File: src/rtl/rv32i_pkg.sv
// Shared RV32I front-end types and constants used by the PC generator.
package rv32i_pkg;

  localparam int unsigned XLEN_DEF         = 32;
  localparam int unsigned PC_STEP          = 4;
  localparam logic [31:0] RESET_VECTOR_DEF = 32'h0000_0000;
  localparam logic [31:0] TRAP_VECTOR_DEF  = 32'h0000_0100;

  typedef enum logic [1:0] {
    SEQ  = 2'b00,
    REL  = 2'b01,
    ABS  = 2'b10,
    RSVD = 2'b11
  } pc_op_t;

  typedef enum logic {
    BOOT = 1'b0,
    RUN  = 1'b1
  } pc_state_t;

endpackage

File: src/rtl/pc_next_calc.sv
// Combinational next-PC candidate: sequential/relative/absolute mux plus
// alignment and reserved-op flags.
module pc_next_calc
  import rv32i_pkg::*;
#(
  parameter int unsigned XLEN = XLEN_DEF
) (
  input  logic [XLEN-1:0] pc_i,
  input  logic [1:0]      op_i,
  input  logic [XLEN-1:0] offset_i,
  input  logic [XLEN-1:0] target_i,
  output logic [XLEN-1:0] cand_c,
  output logic            misalign_c,
  output logic            illegal_c
);

  pc_op_t op_e;
  assign op_e = pc_op_t'(op_i);

  always_comb begin
    cand_c    = pc_i + XLEN'(PC_STEP);
    illegal_c = 1'b0;
    unique case (op_e)
      SEQ:  cand_c = pc_i + XLEN'(PC_STEP);
      REL:  cand_c = pc_i + offset_i;
      ABS:  cand_c = {target_i[XLEN-1:1], 1'b0};
      RSVD: begin
        cand_c    = pc_i + XLEN'(PC_STEP);
        illegal_c = 1'b1;
      end
      default: cand_c = pc_i + XLEN'(PC_STEP);
    endcase
  end

  assign misalign_c = |cand_c[1:0];

endmodule

File: src/rtl/pc_gen.sv
// Program-counter generator with BOOT/RUN sequencing and advance counter.
// Optional trap entry / MRET return with saved EPC under `PC_TRAP_EN.
module pc_gen
  import rv32i_pkg::*;
#(
  parameter int unsigned     XLEN         = XLEN_DEF,
  parameter logic [XLEN-1:0] RESET_VECTOR = RESET_VECTOR_DEF,
  parameter logic [XLEN-1:0] TRAP_VECTOR  = TRAP_VECTOR_DEF,
  parameter int unsigned     CNT_W        = 16
) (
  input  logic             clk,
  input  logic             rst,
  input  logic             en,
  input  logic [1:0]       op,
  input  logic [XLEN-1:0]  offset,
  input  logic [XLEN-1:0]  target,
  input  logic             trap_req,
  input  logic             mret,
  output logic [XLEN-1:0]  pc,
  output logic             pc_valid,
  output logic             misalign,
  output logic             illegal_op,
  output logic [XLEN-1:0]  epc,
  output logic [CNT_W-1:0] adv_cnt
);

  pc_state_t        state_q, state_d;
  logic [XLEN-1:0]  pc_q, pc_d;
  logic             valid_q, valid_d;
  logic             mis_q, mis_d;
  logic             ill_q, ill_d;
  logic [CNT_W-1:0] cnt_q, cnt_d;
  logic [XLEN-1:0]  epc_q, epc_d;

  logic [XLEN-1:0]  cand;
  logic             cand_mis;
  logic             cand_ill;

  pc_next_calc #(.XLEN(XLEN)) u_calc (
    .pc_i       (pc_q),
    .op_i       (op),
    .offset_i   (offset),
    .target_i   (target),
    .cand_c     (cand),
    .misalign_c (cand_mis),
    .illegal_c  (cand_ill)
  );

  // Next-state: BOOT for one edge, then RUN; ops are accepted once pc is fetchable.
  always_comb begin
    state_d = state_q;
    pc_d    = pc_q;
    valid_d = (state_q == RUN);
    mis_d   = 1'b0;
    ill_d   = 1'b0;
    cnt_d   = cnt_q;
    epc_d   = epc_q;
    if (state_q == BOOT) begin
      state_d = RUN;
    end else if (valid_q) begin
`ifdef PC_TRAP_EN
      if (trap_req) begin
        epc_d = pc_q;
        pc_d  = TRAP_VECTOR;
        mis_d = en & cand_mis;
      end else if (mret && en) begin
        pc_d = epc_q;
      end else if (en) begin
        ill_d = cand_ill;
        cnt_d = cnt_q + CNT_W'(1);
        if (cand_mis) begin
          // A misaligned target is itself a trap.
          epc_d = pc_q;
          pc_d  = TRAP_VECTOR;
          mis_d = 1'b1;
        end else begin
          pc_d = cand;
        end
      end
`else
      if (en) begin
        ill_d = cand_ill;
        if (cand_mis) begin
          mis_d = 1'b1;
        end else begin
          pc_d  = cand;
          cnt_d = cnt_q + CNT_W'(1);
        end
      end
`endif
    end
  end

  always_ff @(posedge clk) begin
    if (!rst) begin
      state_q <= BOOT;
      pc_q    <= RESET_VECTOR;
      valid_q <= 1'b0;
      mis_q   <= 1'b0;
      ill_q   <= 1'b0;
      cnt_q   <= '0;
    end else begin
      state_q <= state_d;
      pc_q    <= pc_d;
      valid_q <= valid_d;
      mis_q   <= mis_d;
      ill_q   <= ill_d;
      cnt_q   <= cnt_d;
    end
  end

`ifdef PC_TRAP_EN
  always_ff @(posedge clk) begin
    if (!rst) epc_q <= '0;
    else      epc_q <= epc_d;
  end
`else
  logic unused_trap;
  assign epc_q       = '0;
  assign unused_trap = trap_req ^ mret ^ (|epc_d);
`endif

  assign pc         = pc_q;
  assign pc_valid   = valid_q;
  assign misalign   = mis_q;
  assign illegal_op = ill_q;
  assign epc        = epc_q;
  assign adv_cnt    = cnt_q;

endmodule

File: config.mk
export PLATFORM = sky130hd
export DESIGN_NAME = pc_gen
export DESIGN_NICKNAME = d
export VERILOG_FILES = /design/src/rtl/rv32i_pkg.sv /design/src/rtl/pc_next_calc.sv /design/src/rtl/pc_gen.sv
export SDC_FILE = /design/constraint.sdc
export NUM_CORES = 1
export LEC_CHECK = 0
export ABC_AREA = 1
export CAP_MARGIN = 20
export CELL_PAD_IN_SITES_DETAIL_PLACEMENT = 0
export CELL_PAD_IN_SITES_GLOBAL_PLACEMENT = 2
export CORE_ASPECT_RATIO = 0.6
export CORE_MARGIN = 8
export CORE_UTILIZATION = 22
export CTS_CLUSTER_SIZE = 8
export DETAILED_ROUTE_END_ITERATION = 10
export GPL_TIMING_DRIVEN = 0
export PLACE_DENSITY_LB_ADDON = 0.1
export SLEW_MARGIN = 40
export SYNTH_ARGS = -nofsm -noshare
export SYNTH_HDL_FRONTEND = slang
export SYNTH_HIERARCHICAL = 1
export SYNTH_SLANG_ARGS = --single-unit
File: constraint.sdc
create_clock -name clk -period 2.4 [get_ports clk]
set_clock_uncertainty 0.1 [all_clocks]
set_input_delay 0.36 -clock clk [delete_from_list [all_inputs] [get_ports clk]]
set_output_delay 0.36 -clock clk [all_outputs]
set_load 0.005 [all_outputs]
==> results.json <==
{
  "gr-usage-met2_pct": 23.0,
  "grt.overflow.total": 0,
  "max_freq_mhz": 432,
  "critPathLaunchType": "flop",
  "worst_slew_pin_slew_ns": 0.730,
  "post_drt_wl_per_cell_um": 18.0,
  "numCtsBuffers": 5,
  "combPwrFrac_pct": 31.1,
  "route.detailed.drc": 0,
  "seq_area_um2": 1080,
  "first_global_vias": 6772,
  "synth_edf_count": 0,
  "yosys_warnings": 6,
  "synth_common_cells": "nand2_1, inv_1, nor2_1",
  "cts_tree": "done",
  "seq_area_frac_synth_pct": 16.7,
  "r2r_setup_slack_ns": 0.09,
  "min_path_cells": 1,
  "wl_mm": 30.4,
  "io_pins": 154,
  "timing.rr.start": "pc[0]",
  "clk_path_buf_depth": 2,
  "hold_viol": 0,
  "status": "complete, no violations",
  "vdd_drop_max_v": 0.000306,
  "hold_ws_ns": 0.398,
  "avgSynthCellArea_um2": 5.42,
  "hpwlAfterDp_mm": 25.5,
  "ant_nets": 0,
  "multiInputGateArea_um2": 4760,
  "fp.dieH_um": 146,
  "setup_violations": 0,
  "post-route-period-util_pct": 96.3,
  "crit_arrival_ns": 2.46,
  "syn_area_um2": 6240,
  "p_leak_nw": 4.30,
  "gr-usage-all-layers_pct": 17.2,
  "initial_utilization_pct": 22.5,
  "syn_to_final_growth_pct": 40.0,
  "vias": 7287,
  "gp_congestion": 0.860,
  "clk_latency_ns": 0.32,
  "utilization_pct": 31.5,
  "layout-drive-gt1-share_pct": 14.9,
  "cap_violations": 0,
  "rows": 47,
  "clkTransAtPathRegs_ns": 0.08,
  "clock_power_share_pct": 34.5,
  "gr-max-usage-layer": "met1",
  "critPathKind": "flop to flop",
  "instances_no_fill": 1685,
  "async_flop_share_pct": 0,
  "clock-sinks": 52,
  "grt_max_degree": 17,
  "power_density_nw_per_um2": 310,
  "synth_area_leader_cell": "nand2_1",
  "vias_per_cell": 4.32,
  "antenna_found_initial": 0,
  "synthTopCellsByArea": "nand2_1, dfxtp_1, inv_1",
  "grt_pass1_wl_mm": 44.3,
  "slew-limit-headroom_pct": 51.3,
  "endpoint_kind": "flop",
  "synth_top_area_share_pct": 24.6,
  "r2r-end": "pc[1]",
  "switching_share_pct": 34.3,
  "holdCritStartpoint": "adv_cnt[4]",
  "drtIter0Drc": 419,
  "syn_inst": 1152,
  "required_ns": 2.54,
  "cts_root_buffer": "clkbuf_16",
  "die-area_um2": 34200,
  "firstDrtPassIters": 5,
  "slew_violations": 0,
  "finalCriticalPeriod_ns": 2.31,
  "seq_power_share_pct": 34.4,
  "fillers": 3199,
  "hold_path_class": "flop to flop",
  "r2r_cells": 10,
  "p_int_w": 0.00178,
  "synth.most_common_cell": "nand2_1",
  "p_switching_w": 0.000928,
  "min_to": "adv_cnt[4]",
  "portBuffers": 118,
  "ys_ff_latch": 52,
  "ys_types": 46,
  "core-area_um2": 27800,
  "gr-usage-met3_pct": 3.27,
  "postCtsHoldBufs": 0,
  "die-width_um": 233,
  "final_nets": 1425,
  "met1_usage_pct": 28.0,
  "h-tree-depth": 2,
  "synth_ff_type": "dfxtp_1",
  "rsz0062_at_grt": "true",
  "crit_fanout": 10,
  "dp_cells": 1668,
  "diodes": 0
}
cell usage in the layout, fill, tap and decap left out, types with 5 or more instances in the layout:
| master | n |
|---|---|
| clkbuf_2 | 6 |
| ha_1 | 16 |
| o21ai_0 | 46 |
| nand2_2 | 22 |
| clkbuf_1 | 6 |
| nand4_1 | 12 |
| o21bai_1 | 5 |
| xor2_1 | 10 |
| or2_2 | 5 |
| inv_1 | 164 |
| nand3_1 | 80 |
| conb_1 | 32 |
| dfxtp_1 | 26 |
| buf_4 | 41 |
| dfxtp_2 | 24 |
| nand3_2 | 9 |
| clkbuf_16 | 5 |
| nor2_2 | 13 |
| ha_2 | 5 |
| clkdlybuf4s50_1 | 114 |
| nand2_1 | 390 |
| nor2_4 | 9 |
| ha_4 | 15 |
| nor3_1 | 11 |
| a21oi_1 | 35 |
| nor2_1 | 149 |
sequential cells by signal (all words and copies together), names as in the netlist:
signal and cells:
pc_valid 1, adv_cnt 16, state_q 1, illegal_op 1, pc 32, misalign 1
cells by family after synthesis:
group           count (synthesis)  share of synthesized area [%]
fa+ha+maj                      37                           7.54
other cells                     1                         0.0601
xor+xnor                       13                           1.82
compound gates                107                           9.46
buf+inv                       222                           16.0
simple gates                  720                           48.4
flops                          52                           16.7
per-stage QoR:
step                setup WS [ns]  TNS, ns  instance area (um2)  power, W
floorplan                  0.0961        0                 6360   0.00136
global placement            -1.62   -69.06                 8000   0.00171
detailed placement          -1.67   -71.04                 8000   0.00171
CTS                       -0.0440  -0.0603                 8380   0.00268
global route              -0.0545   -0.102                 8740   0.00285
finish                     0.0877        0                 8740   0.00271
worst max-delay path by stage:
stage,start,to,depth (start not counted)
4_1_cts,pc[0],adv_cnt[12],11
5_1_grt,pc[0],adv_cnt[12],11
6_report,pc[0],pc[1],10
3_3_place_gp,op[0],pc[1],12
3_5_place_dp,op[0],pc[0],12
2_1_floorplan,op[1],adv_cnt[15],16
area by class of cell:
class                   count  share of cell area, %
multi-input cells         909                   54.5
repair buffers            127                   14.1
flip-flops and latches     52                   12.3
inverters                 169                   7.37
well taps                 367                   5.25
plain buffers              53                   4.37
clock buffers               6                   1.59
clock inverters             2                  0.444
repair_timing:
item | CTS | global route
pin swaps | 5 | 9
setup endpoints to repair | 49 | 38
resized for setup | 55 | 90
buffers inserted | 8 | 1
worst max-delay path, stage by stage (launching register included):
cell and delay, ns:
dfxtp_4 0.36, ha_4 0.17, fa_2 0.54, nand2_2 0.06, nand4_1 0.10, inv_2 0.06
nand4_1 0.07, buf_4 0.19, clkbuf_2 0.38, nor2_1 0.07, nor2_1 0.12
power groups by stage:
| stage | Sequential (W) | Combinational (W) | Clock [W] |
|---|---|---|---|
| after global placement | 0.000949 | 0.000766 | 0 |
| final | 0.000932 | 0.000840 | 0.000934 |
| after CTS | 0.000929 | 0.000793 | 0.000955 |
| after global routing | 0.000936 | 0.000927 | 0.000988 |
| after floorplan | 0.000929 | 0.000429 | 0 |
| after detailed placement | 0.000949 | 0.000761 | 0 |
metal layers:
metal | vias to the layer above | routed length (um)
li1 | 3865 | -
met1 | 3277 | 17700
met2 | 138 | 11300
met3 | 7 | 1320
met4 | 0 | 99
met5 | - | 0
No activity file was read; power rests on OpenSTA's default activity.
